### config.mk
export PLATFORM = sky130hd
export DESIGN_NAME = mem_stall_ctrl
export DESIGN_NICKNAME = d
export VERILOG_FILES = /design/src/rtl/pipe_ctrl_pkg.sv /design/src/rtl/sat_counter.sv /design/src/rtl/mem_stall_ctrl.sv
export SDC_FILE = /design/constraint.sdc
export NUM_CORES = 1
export LEC_CHECK = 0
export ABC_CLOCK_PERIOD_IN_PS = 3300
export CORE_ASPECT_RATIO = 0.9
export CORE_MARGIN = 4
export CORE_UTILIZATION = 30
export DETAILED_ROUTE_END_ITERATION = 6
export GPL_TIMING_DRIVEN = 0
export SYNTH_ARGS = -nofsm -noshare
export SYNTH_HDL_FRONTEND = slang
export SYNTH_SLANG_ARGS = --single-unit
### constraint.sdc
create_clock -name clk_i -period 3.3 [get_ports clk_i]
set_clock_uncertainty 0.05 [all_clocks]
set_input_delay 0.33 -clock clk_i [delete_from_list [all_inputs] [get_ports clk_i]]
set_output_delay 0.33 -clock clk_i [all_outputs]
set_load 0.05 [all_outputs]
### src/rtl/pipe_ctrl_pkg.sv
// Shared definitions for the pipeline control blocks: state encoding and
// default datapath width.
package pipe_ctrl_pkg;

  localparam int DATA_W_DEF = 32;

  typedef enum logic [1:0] {
    IDLE = 2'd0,
    WAIT = 2'd1,
    DONE = 2'd2
  } mem_state_e;

endpackage

### src/rtl/sat_counter.sv
// Enabled up-counter that holds at its all-ones value instead of wrapping.
module sat_counter #(
  parameter int W = 32
) (
  input  logic         clk_i,
  input  logic         rst_i,
  input  logic         en_i,
  output logic [W-1:0] cnt_o
);

  logic [W-1:0] r_cnt;

  always_ff @(posedge clk_i or negedge rst_i) begin
    if (!rst_i) begin
      r_cnt <= '0;
    end else if (en_i && (r_cnt != {W{1'b1}})) begin
      r_cnt <= r_cnt + {{(W-1){1'b0}}, 1'b1};
    end
  end

  assign cnt_o = r_cnt;

endmodule

### src/rtl/mem_stall_ctrl.sv
// MEM-stage sequencer: issues one req/ack memory transaction per EX/MEM load
// or store, stalls the front end and bubbles MEM/WB until it completes.
module mem_stall_ctrl
  import pipe_ctrl_pkg::*;
#(
  parameter int DATA_W      = DATA_W_DEF,
  parameter int TO_W        = 8,
  parameter int TIMEOUT_CYC = 255
) (
  input  logic              clk_i,
  input  logic              rst_i,
  input  logic              memread_i,
  input  logic              memwrite_i,
  input  logic [DATA_W-1:0] addr_i,
  input  logic [DATA_W-1:0] wdata_i,
  input  logic              mem_ack_i,
  input  logic [DATA_W-1:0] mem_rdata_i,
  output logic              mem_req_o,
  output logic              mem_we_o,
  output logic [DATA_W-1:0] mem_addr_o,
  output logic [DATA_W-1:0] mem_wdata_o,
  output logic              stall_o,
  output logic              memwb_bubble_o,
  output logic [DATA_W-1:0] rdata_o,
  output logic              err_o,
  output logic [31:0]       stall_cnt_o,
  output logic [1:0]        dbg_state_o
);

  // Handshake: mem_req_o rises with the request fields and stays high with
  // them unchanged until the cycle mem_ack_i is seen (or the timeout fires);
  // the ack is a one-cycle pulse with read data valid in that same cycle.

  localparam logic [TO_W-1:0] TO_LAST = TO_W'(TIMEOUT_CYC - 1);

  mem_state_e        r_state;
  mem_state_e        w_next;
  logic [TO_W-1:0]   r_to_cnt;
  logic              r_req;
  logic              r_we;
  logic [DATA_W-1:0] r_addr;
  logic [DATA_W-1:0] r_wdata;
  logic [DATA_W-1:0] r_rdata;
  logic              r_err;

  logic w_memop;
  logic w_stall;
  logic w_issue;
  logic w_ack_take;
  logic w_timeout;

  assign w_memop = memread_i | memwrite_i;

  always_comb begin
    w_next     = r_state;
    w_stall    = 1'b0;
    w_issue    = 1'b0;
    w_ack_take = 1'b0;
    w_timeout  = 1'b0;
    case (r_state)
      IDLE: begin
        if (w_memop) begin
          w_stall = 1'b1;
          w_issue = 1'b1;
          w_next  = WAIT;
        end
      end
      WAIT: begin
        w_stall = 1'b1;
        // Ack is checked first so an ack on the last allowed cycle still wins.
        if (mem_ack_i) begin
          w_ack_take = 1'b1;
          w_next     = DONE;
        end else if (r_to_cnt == TO_LAST) begin
          w_timeout = 1'b1;
          w_next    = DONE;
        end
      end
      DONE:    w_next = IDLE;
      default: w_next = IDLE;
    endcase
  end

  always_ff @(posedge clk_i or negedge rst_i) begin
    if (!rst_i) begin
      r_state  <= IDLE;
      r_to_cnt <= '0;
      r_req    <= 1'b0;
      r_we     <= 1'b0;
      r_addr   <= '0;
      r_wdata  <= '0;
      r_rdata  <= '0;
      r_err    <= 1'b0;
    end else begin
      r_state <= w_next;
      if (w_issue) begin
        r_req    <= 1'b1;
        r_we     <= memwrite_i;
        r_addr   <= addr_i;
        r_wdata  <= wdata_i;
        r_to_cnt <= '0;
      end
      if (r_state == WAIT) begin
        r_to_cnt <= r_to_cnt + {{(TO_W-1){1'b0}}, 1'b1};
      end
      if (w_ack_take) begin
        r_req <= 1'b0;
        if (!r_we) begin
          r_rdata <= mem_rdata_i;
        end
      end
      if (w_timeout) begin
        r_req   <= 1'b0;
        r_err   <= 1'b1;
        r_rdata <= '0;
      end
    end
  end

  sat_counter #(.W(32)) u_stall_cnt (
    .clk_i (clk_i),
    .rst_i (rst_i),
    .en_i  (w_stall),
    .cnt_o (stall_cnt_o)
  );

  assign mem_req_o      = r_req;
  assign mem_we_o       = r_we;
  assign mem_addr_o     = r_addr;
  assign mem_wdata_o    = r_wdata;
  assign stall_o        = w_stall;
  assign memwb_bubble_o = w_stall;
  assign rdata_o        = r_rdata;
  assign err_o          = r_err;
  assign dbg_state_o    = r_state;

endmodule

==> run summary <==
Status - finished, final reports clean
Dpl hpwl - 12,300 um
# IOs - 236
Final Util - 47.8%
Final min period - 2.87 ns
Clock buffer depth - 2
Design area - 9190 sq um
Top-area cell type share of the netlist area - 60.0%
Setup slack at placement - 0.423 ns
Pwr/cell area - 1070 nW/um^2
Root buf cell - clkbuf_16
Clock latency at the later pin of the worst-skew pair - 0.42 ns
Drt initial violations - 211
Area grow syn2layout - 56.1%
Wirelength, routed - 17,300 um
WP data arrival - 2.49 ns
CTS Sinks - 141
PostCTS Resize Cnt - 0
Routed len/inst - 15.1 um
Crit start category - flop
CTS buffer count - 17
Worst setup margin - 0.432 ns
Worst min path class - in2reg
Fillers - 1,806
Syn Inst Count - 624
Dominant synthesized flop cell - dfrtp_1
Setup CP Type - reg2out
Syn Nets - 728
Horiz. Die Dim - 156 um
Initial antenna violation count - 0
Yosys top cell by area - dfrtp_1
Ratio of cells with drive above 1 in the final layout - 5.71%
Max Slew Vio Count - 0
CTS tree - done
Gr busiest metal - met2
Largest net degree at the start of global routing - 80
Starting Density - 30.6%
Max IR drop VDD - 0.000477 V
Register area - 3530 sq um
RD Place Congestion - 0.780
# hold bufs at CTS - 1
GRT Residual Overflow - 0
Worst setup EP type - output port
Number of global-route vias before repair - 5,163
Clock slew at reported path FFs - 0.07 ns
Top cells by area, synth - dfrtp_1, nand2_1, nand3_1
Vias per cell - 4.53
Worst-path maximum fanout - 11
Met1 Use GR - 21.2%
Drt pass-1 iters - 4
Nets - 984
Mapped Avg Cell Area - 9.43 sq um
Area occupied by multi-input gates - 2100 sq um
EDFF count, synth - 0
Least-Margin Pin Slew - 0.659 ns
Fmax - 349 MHz
M3 GR Usage - 4.67%
Port bufs - 235
CTS H-tree depth - 4
Routed Antenna Nets - 0
Slew HR - 56.0%
Area after DPL - 8580 sq um
Antenna Cells - 0
M2 GR Usage - 24.6%
Final count of negative-setup-slack endpoints - 0
Die Area - 21,900 sq um
RSZ-0062 raised after global routing - false
Die Ht - 141 um
Hold Violations, Final - 0
First-pass GRT wire length - 27,700 um
Post-synthesis cell type count - 44
Global Route Usage Sum - 15.8%
Final worst-path cycle share - 86.9%
Synthesized flop and latch total - 141
Yosys warning count - 0
Post-CTS setup buffers - 0
Vias - 5,179
P_leak - 4.25 nW
Ys async rst share - 100%
Max-cap violations - 0
Cell Area, Synth - 5880 sq um
Core Rows - 48
CORE AREA - 19,200 sq um
Register area share after synthesis - 60.0%
CP required - 2.92 ns
Drt drc - 0
[power by group]
part | switching (mW) | leakage (nW) | total, mW | internal, mW
sequential | 0.396 | 1.77 | 2.79 | 2.39
combinational | 3.47 | 2.19 | 5.06 | 1.60
clock | 0.808 | 0.288 | 1.95 | 1.15
[state kept, by name (all words and copies together) (netlist names)]
register and cells:
mem_we_o 1, err_o 1, mem_req_o 1, u_stall_cnt.cnt_o 32, rdata_o 32, mem_wdata_o 32
r_to_cnt 8, dbg_state_o 2, mem_addr_o 32
[layout make-up]
cell class	count	area share, %
Sequential cell	141	38.4
Clock inverter	14	1.73
Tap cell	250	3.41
Multi-Input combinational cell	419	22.8
Clock buffer	18	4.78
Timing Repair Buffer	237	26.0
Inverter	37	1.51
Buffer	27	1.31
[cells by family after synthesis]
group | Yosys count | share of synthesized area [%]
flip-flops | 141 | 60.0
AND/OR/NAND/NOR | 331 | 24.6
AO/OA/AOI/OAI | 55 | 5.72
multiplexers | 3 | 0.595
buffers and inverters | 64 | 4.40
adder cells (fa/ha/maj) | 3 | 0.638
XOR/XNOR | 27 | 4.02
[metal layers]
layer	vias to the layer above	wire, um
met3	20	1150
met5	-	0
met4	0	301
met2	153	7820
met1	2464	8010
li1	2542	-
[synthesized netlist by cell type, types with 2 or more instances]
master    instances
inv_1            37
a21oi_1           2
nand3_1          42
buf_1             5
xor2_1           23
buf_2             3
clkbuf_1         13
nor2_1           25
nand4_1          12
buf_4             3
nand2b_1          3
nor4b_1           2
o21ai_0          39
mux2i_1           2
o211ai_1          2
and3_1            5
nor4_1            6
or4_1             3
clkbuf_2          3
nor3_1           10
o31ai_1           3
and4_1            3
dfrtp_1         141
o21a_1            2
ha_1              3
xnor2_1           4
nand2_1         211
[layout by cell type (no fill, tap or decap), types with 3 or more instances in the layout]
| cell type | synthesis | final |
|---|---|---|
| nor4_1 | 6 | 6 |
| clkbuf_2 | 3 | 3 |
| nand2b_1 | 3 | 3 |
| clkinv_4 | 0 | 5 |
| buf_2 | 3 | 3 |
| nand3_1 | 42 | 42 |
| clkdlybuf4s50_1 | 0 | 234 |
| xnor2_1 | 4 | 4 |
| o31ai_1 | 3 | 3 |
| dfrtp_1 | 141 | 141 |
| nand4_1 | 12 | 12 |
| buf_4 | 3 | 3 |
| inv_1 | 37 | 37 |
| nand2_1 | 211 | 211 |
| or4_1 | 3 | 3 |
| nor2_1 | 25 | 25 |
| clkbuf_16 | 0 | 17 |
| nor3_1 | 10 | 10 |
| buf_1 | 5 | 5 |
| and3_1 | 5 | 5 |
| and4_1 | 3 | 3 |
| clkbuf_1 | 13 | 13 |
| ha_1 | 3 | 3 |
| o21ai_0 | 39 | 39 |
| xor2_1 | 23 | 23 |
| inv_6 | 0 | 4 |
[worst paths after layout]
kind	startpoint	endpoint	slack [ns]	cells after the start
hold reg to reg	err_o$_DFFE_PN0P_	err_o$_DFFE_PN0P_	0.42	1
min in group asynchronous	rst_i	u_stall_cnt.cnt_o[28]$_DFFE_PN0P_	0.42	2
setup reg to reg	dbg_state_o[0]$_DFFE_PN0P_	u_stall_cnt.cnt_o[23]$_DFFE_PN0P_	1.03	6
hold / removal	wdata_i[19]	mem_wdata_o[19]$_DFFE_PN0P_	0.37	3
max in group asynchronous	rst_i	rdata_o[19]$_DFFE_PN0P_	1.94	3
setup / recovery	dbg_state_o[0]$_DFFE_PN0P_	stall_o	0.43	4
[per-stage QoR]
| step | setup TNS, ns | std cells | hold WS [ns] | power, mW |
|---|---|---|---|---|
| 2_1_floorplan | 0 | 624 | -0.0156 | 6.03 |
| 3_3_place_gp | -596.75 | 1109 | 0.400 | 7.88 |
| 3_5_place_dp | 0 | 1110 | 0.326 | 7.93 |
| 4_1_cts | 0 | 1143 | 0.357 | 9.93 |
| 5_1_grt | 0 | 1143 | 0.366 | 10.3 |
| 6_report | 0 | 1143 | 0.375 | 9.81 |
[worst max-delay path: stages (launching register included)]
cell	delay, ns
dfrtp_1	0.41
nor3_1	0.11
nor2_2	0.52
buf_4	0.21
clkdlybuf4s50_1	0.80
Power figures use the tool's default switching activity.
